==> src/rtl/dbus_arbiter.sv <==
// Two-master data-bus arbiter with independent read/write channels.
// Define DBUS_ARB_RR_EN for round-robin; default is fixed priority with starvation guard.
module dbus_arbiter #(
   parameter int MAX_WAIT = 4
) (
   input  logic        clk,
   input  logic        rst,
   input  logic        m0_rd,
   input  logic [31:0] m0_raddr,
   output logic [31:0] m0_rdata,
   output logic        m0_rvalid,
   input  logic        m0_wr,
   input  logic [31:0] m0_waddr,
   input  logic [31:0] m0_wdata,
   input  logic [3:0]  m0_wstrb,
   output logic        m0_rgnt,
   output logic        m0_wgnt,
   output logic        m0_stall,
   input  logic        m1_rd,
   input  logic [31:0] m1_raddr,
   output logic [31:0] m1_rdata,
   output logic        m1_rvalid,
   input  logic        m1_wr,
   input  logic [31:0] m1_waddr,
   input  logic [31:0] m1_wdata,
   input  logic [3:0]  m1_wstrb,
   output logic        m1_rgnt,
   output logic        m1_wgnt,
   output logic        m1_stall,
   output logic        s_rd,
   output logic [31:0] s_raddr,
   input  logic [31:0] s_rdata,
   output logic        s_wr,
   output logic [31:0] s_waddr,
   output logic [31:0] s_wdata,
   output logic [3:0]  s_wstrb
);

   logic r_conf, w_conf;
   logic r_win1, w_win1;
   logic rpend_q, rpend_d;
   logic rsel_q, rsel_d;

   assign r_conf = m0_rd & m1_rd;
   assign w_conf = m0_wr & m1_wr;

`ifdef DBUS_ARB_RR_EN
   // last-winner bit: 1 means master 1 won the previous conflict
   logic rlast_q, rlast_d;
   logic wlast_q, wlast_d;

   assign r_win1 = ~rlast_q;
   assign w_win1 = ~wlast_q;

   always_comb begin
      rlast_d = rlast_q;
      wlast_d = wlast_q;
      if (r_conf) rlast_d = r_win1;
      if (w_conf) wlast_d = w_win1;
   end

   always_ff @(posedge clk) begin
      if (rst) begin
         rlast_q <= 1'b1;
         wlast_q <= 1'b1;
      end else begin
         rlast_q <= rlast_d;
         wlast_q <= wlast_d;
      end
   end
`else
   localparam logic [7:0] WAIT_MAX = 8'(MAX_WAIT);

   logic [7:0] rwait_q, rwait_d;
   logic [7:0] wwait_q, wwait_d;

   assign r_win1 = (rwait_q == WAIT_MAX);
   assign w_win1 = (wwait_q == WAIT_MAX);

   always_comb begin
      rwait_d = '0;
      wwait_d = '0;
      if (m1_rd & ~m1_rgnt)
         rwait_d = r_win1 ? rwait_q : rwait_q + 8'd1;
      if (m1_wr & ~m1_wgnt)
         wwait_d = w_win1 ? wwait_q : wwait_q + 8'd1;
   end

   always_ff @(posedge clk) begin
      if (rst) begin
         rwait_q <= '0;
         wwait_q <= '0;
      end else begin
         rwait_q <= rwait_d;
         wwait_q <= wwait_d;
      end
   end
`endif

   assign m0_rgnt = ~rst & m0_rd & ~(r_conf & r_win1);
   assign m1_rgnt = ~rst & m1_rd & (~m0_rd | r_win1);
   assign m0_wgnt = ~rst & m0_wr & ~(w_conf & w_win1);
   assign m1_wgnt = ~rst & m1_wr & (~m0_wr | w_win1);

   assign m0_stall = ~rst & ((m0_rd & ~m0_rgnt) | (m0_wr & ~m0_wgnt));
   assign m1_stall = ~rst & ((m1_rd & ~m1_rgnt) | (m1_wr & ~m1_wgnt));

   always_comb begin
      s_rd    = 1'b0;
      s_raddr = '0;
      s_wr    = 1'b0;
      s_waddr = '0;
      s_wdata = '0;
      s_wstrb = '0;
      if (m0_rgnt) begin
         s_rd    = 1'b1;
         s_raddr = m0_raddr;
      end else if (m1_rgnt) begin
         s_rd    = 1'b1;
         s_raddr = m1_raddr;
      end
      if (m0_wgnt) begin
         s_wr    = 1'b1;
         s_waddr = m0_waddr;
         s_wdata = m0_wdata;
         s_wstrb = m0_wstrb;
      end else if (m1_wgnt) begin
         s_wr    = 1'b1;
         s_waddr = m1_waddr;
         s_wdata = m1_wdata;
         s_wstrb = m1_wstrb;
      end
   end

   // one-deep return routing lets reads from either master issue every cycle
   assign rpend_d = m0_rgnt | m1_rgnt;
   assign rsel_d  = rpend_d ? m1_rgnt : rsel_q;

   always_ff @(posedge clk) begin
      if (rst) begin
         rpend_q <= 1'b0;
         rsel_q  <= 1'b0;
      end else begin
         rpend_q <= rpend_d;
         rsel_q  <= rsel_d;
      end
   end

   assign m0_rvalid = ~rst & rpend_q & ~rsel_q;
   assign m1_rvalid = ~rst & rpend_q & rsel_q;
   assign m0_rdata  = m0_rvalid ? s_rdata : '0;
   assign m1_rdata  = m1_rvalid ? s_rdata : '0;

endmodule

==> config.mk <==
export PLATFORM = sky130hd
export DESIGN_NAME = dbus_arbiter
export DESIGN_NICKNAME = d
export VERILOG_FILES = /design/src/rtl/dbus_arbiter.sv
export SDC_FILE = /design/constraint.sdc
export NUM_CORES = 1
export LEC_CHECK = 0
export BUFFER_PORTS_ARGS = -buffer_cell sky130_fd_sc_hd__buf_2
export CORE_AREA = 4 4 157 159
export DETAILED_ROUTE_END_ITERATION = 12
export DIE_AREA = 0 0 161 163
export HOLD_SLACK_MARGIN = 0.06
export MAX_ROUTING_LAYER = met4
export PLACE_DENSITY_LB_ADDON = 0.05
export SYNTH_ARGS = -nofsm -noshare
export SYNTH_HDL_FRONTEND = slang
export SYNTH_SLANG_ARGS = --single-unit
export TNS_END_PERCENT = 100
==> constraint.sdc <==
create_clock -name clk -period 4.1 [get_ports clk]
set_clock_uncertainty 0.05 [all_clocks]
set_input_delay 0.615 -clock clk [delete_from_list [all_inputs] [get_ports clk]]
set_output_delay 0.615 -clock clk [all_outputs]
set_load 0.01 [all_outputs]
* Yosys cells after proc, flatten, opt, wreduce, memory -nomap -nowiden
Index checks and enable logic that the tools add are counted.
Storage, ports and cells: input bits 238, output and inout bits 174, register bits 18, word-level logic and storage cells 62
Cells by class: $add $sub $neg 2, reductions and logical operators 2, equality and inequality tests 2, mux-type cells 14, bitwise gates (word level) 38
Operators by type and width (number):
- 32-bit 2-to-1 mux | 8
- 1-bit AND | 21
- 8-bit by 1-bit adder with 8-bit output (second input constant) | 2
- 8-bit by 3-bit == test with 1-bit output (second input constant) | 2
- 1-bit NOT | 12
- 4-bit 2-to-1 mux | 2
- 1-bit bitwise OR | 5
- 1-bit 2-to-1 mux | 4
- 2-bit OR reduction | 2

* Logic depth before layout (Yosys ltp)
depth in word-level cells 8, gate-level depth with buffers 9

* Least setup slack after synthesis
OpenSTA, ideal clock, no wires.
kind in2out, from in m1_rd, to out s_raddr[22], arrival 1.972 ns, buffers on the path 1, setup slack 1.463 ns, data required time 3.435 ns, stages 4, cell sequence or4b_2 > o211a_1 > clkbuf_1 > a32o_1
Between the ends: cells in the longest elaborated chain, start to end 5, elaborated cells between the ends (all ways) 8, those cells by class mux: 2; bitwise: 6
RTL lines:
- from (decl) | RTL line 19 | input logic m1_rd,
- 1-bit AND | RTL line 44 | assign r_conf = m0_rd & m1_rd;
- 1-bit AND | RTL line 100 | assign m0_rgnt = ~rst & m0_rd & ~(r_conf & r_win1);
- 1-bit NOT | RTL line 100
- 1-bit AND | RTL line 100
- named net m0_rgnt | RTL line 16 | output logic m0_rgnt,
- 32-bit 2-to-1 mux | RTL line 115 | if (m0_rgnt) begin
- to (decl) | RTL line 31 | output logic [31:0] s_raddr,
The timed path passes the listed nets, and every way through them passes these cells.

* Final worst setup path
from reg wwait_q[0], to out s_waddr[21]
Between the ends: cells in the longest elaborated chain, start to end 5, elaborated cells between the ends (all ways) 8, those cells by class eq/ne: 1; mux: 2; bitwise: 5
RTL lines:
- from (decl) | RTL line 75 | logic [7:0] wwait_q, wwait_d;
- from (signal assigned) | RTL line 95 | wwait_q <= wwait_d;
- 8-bit by 3-bit == test with 1-bit output (*) | RTL line 78 | assign w_win1 = (wwait_q == WAIT_MAX);
- 1-bit bitwise OR / 1-bit AND (equally long branches) | RTL line 103, 102
- 1-bit AND / 1-bit NOT (equally long branches) | RTL line 103, 102
- 32-bit 2-to-1 mux / 1-bit AND (equally long branches) | RTL line 127, 102
- 32-bit 2-to-1 mux (*) | RTL line 122 | if (m0_wgnt) begin
- to (decl) | RTL line 34 | output logic [31:0] s_waddr,
Mark *: on every way between the ends. The rest lies on a longest branch, timed or not.

==> impl_metrics.toml <==
[worst_setup_path]
crit_fanout = 69
crit_end = "s_waddr[21]"
cp-start-kind = "flop"
rr_endpoint = "wwait_q[7]"
r2r_slack_ns = 2.40
required_ns = 3.43
worst-setup-path-type = "reg2out"
critPathArrivalTime_ns = 2.57
reg2reg_depth = 6
endpoint_kind = "primary output"
reg2reg_from = "wwait_q[0]"
crit_start = "wwait_q[0]"

[flow_run]
drv_cap = 0

[logic_synthesis]
syn_inst = 314
syn-num-nets = 556
ys_seq_area_share_pct = 14.6
ys_warn_count = 0
syn_area_per_cell_um2 = 7.87
synth_cell_types = 33
netlist_area_um2 = 2470
synth_seq_cells = 18

[grt]
grt_max_degree = 70
grt_pass1_wl_mm = 24.7
grt_util_all_layers_pct = 12.2
antenna_found_initial = 3
grt_overflow = 0
grt_pass1_vias = 4131

[sta]
fin_crit_sh_pct = 78.8
tns_ns = 0
hold_viol = 0
slew_headroom_pct = 31.2
fmax_mhz = 310
slew_violations = 0
setup_viol_count_final = 0
rsz0062_at_grt = "false"
fin_ws_ns = 0.869
min_period_ns = 3.23
tightestPinTransition_ns = 1.03

[routing]
routedWlPerCell_um = 17.2
viasPerCell = 4.10
drtIter0Drc = 202
routed_wl_mm = 17.5
vias = 4169
dr.pass1.iters = 4
drc = 0
ant_nets = 0

[run_status]
status = "finished clean"

[cells_and_area]
fillers = 2702
drive_gt1_share_pct = 62.1
syn_to_final_growth_pct = 99.8
final_nets = 939
fin_area_um2 = 4930

[min_path]
worstHoldStart = "wwait_q[0]"
hp-class = "reg2reg"

[power]
ir_drop_mv = 0.0939
p_leak_uw = 0.00264
p_per_area_nw_per_um2 = 159

[cts]
cts_buffer_depth = 2
path_clk_slew_ns = 0.06
clkLatencyLatePin_ns = 0.25
cts-root-buf = "clkbuf_16"
cts_sinks = 18
post_cts_resized = 0
htree_levels = 1
cts_tree = "built"
hold_buffers = 0
numCtsBuffers = 3
cts_setup_buffers = 0

[placement]
dpl.hpwl_mm = 14.7
dpl-instance-area_um2 = 4840
post-place-ws_ns = 0.949
gp_congestion = 0.804
placement.io_buffers = 411

[die]
row_count = 56
dieWidth_um = 161
die_area_um2 = 26200
die_h_um = 163
ios = 412
core_area_um2 = 23300
start_util_pct = 10.6
[synth_stat cells]
library cell	count	area share, %
nor3b_1	1	0.30
or2_2	1	0.25
o211ai_1	2	0.61
xnor2_1	2	0.71
nand2_1	5	0.76
nor2b_1	2	0.51
buf_2	5	1.0
o211a_1	1	0.41
nor2_1	18	2.7
o21ai_2	1	0.35
o21ai_0	6	1.2
or3_1	7	1.8
nand4_1	2	0.51
inv_1	10	1.5
o22a_1	1	0.35
o21ai_1	1	0.20
xor2_1	4	1.4
or4b_1	1	0.41
o31a_1	1	0.35
dfxtp_1	18	15
and2_1	66	17
or4b_2	1	0.41
ha_1	4	2.0
nand3_1	8	1.6
o32ai_1	1	0.35
and3_1	1	0.25
or3b_2	1	0.35
clkbuf_1	33	5.0
buf_6	2	0.91
a32o_1	100	41
nand4bb_1	1	0.46
buf_1	1	0.15
a21oi_1	6	1.2
[critical path, stage by stage (launching register included)]
cell	delay, ns
dfxtp_1	0.35
inv_1	0.07
ha_1	0.13
or3b_2	0.53
o21ai_4	0.14
buf_4	0.61
a32o_1	0.31
buf_2	0.14
[per-layer routing]
layer  track usage, %  share of wire (%)  vias to the layer above
met4             3.41                2.4                        0
met1             13.2                 36                     1944
met5                -                  0                        -
met3             1.54                5.4                       20
met2             23.4                 56                      189
li1                 -                  -                     2016
[registers in the layout, indices dropped and copies added (netlist names)]
register / flops
rsel_q: 1
rpend_q: 1
wwait_q: 8
rwait_q: 8
[how the worst min path moves through the flow]
stage | end | slack [ns] | cells after the start
after floorplan | rwait_q[0] | 0.40 | 1
after global placement | wwait_q[7] | 0.43 | 2
after detailed placement | wwait_q[0] | 0.44 | 1
after CTS | wwait_q[7] | 0.45 | 2
after global routing | wwait_q[5] | 0.48 | 2
final | wwait_q[0] | 0.44 | 1
[power breakdown]
part | internal [uW] | switching, uW
clock | 148 | 68.9
sequential | 177 | 2.19
combinational | 192 | 196
[area by class of cell]
| type | count | area, um^2 | share of cell area [%] |
|---|---|---|---|
| Timing Repair Buffer | 419 | 2120 | 42.9 |
| Multi-Input combinational cell | 245 | 1920 | 39.0 |
| Tap cell | 319 | 399 | 8.09 |
| Sequential cell | 18 | 360 | 7.30 |
| Clock buffer | 4 | 88.8 | 1.80 |
| Inverter | 10 | 37.5 | 0.761 |
| Antenna cell | 3 | 7.51 | 0.152 |
[layout by cell type (no fill, tap or decap), drive strengths merged, types with 3 or more instances in the layout]
master    n
buf     419
a32o    100
and2     66
dfxtp    18
nor2     18
inv      10
nand3     8
o21ai     8
or3       7
a21oi     6
nand2     5
xor2      4
ha        4
clkbuf    4
diode     3
[logic make-up (layout without fill, tap and decap cells)]
kind of cell | after synthesis | count (layout) | share of synthesized area [%]
buffers and inverters | 51 | 433 | 8.61
other | 0 | 3 | 0
AO/OA/AOI/OAI | 120 | 120 | 45.6
AND/OR/NAND/NOR | 115 | 115 | 27.1
flip-flops | 18 | 18 | 14.6
adder cells (fa/ha/maj) | 4 | 4 | 2.03
XOR/XNOR | 6 | 6 | 2.13
[stage by stage]
stage | hold slack (ns) | instances | power [uW] | utilization (%)
6_report | 0.437 | 1018 | 784 | 21.2
5_1_grt | 0.481 | 1018 | 836 | 21.2
4_1_cts | 0.446 | 1015 | 795 | 21.2
3_5_place_dp | 0.435 | 1011 | 575 | 20.8
3_3_place_gp | 0.426 | 1011 | 575 | 20.8
2_1_floorplan | 0.403 | 314 | 352 | -
Power figures use the tool's default switching activity.
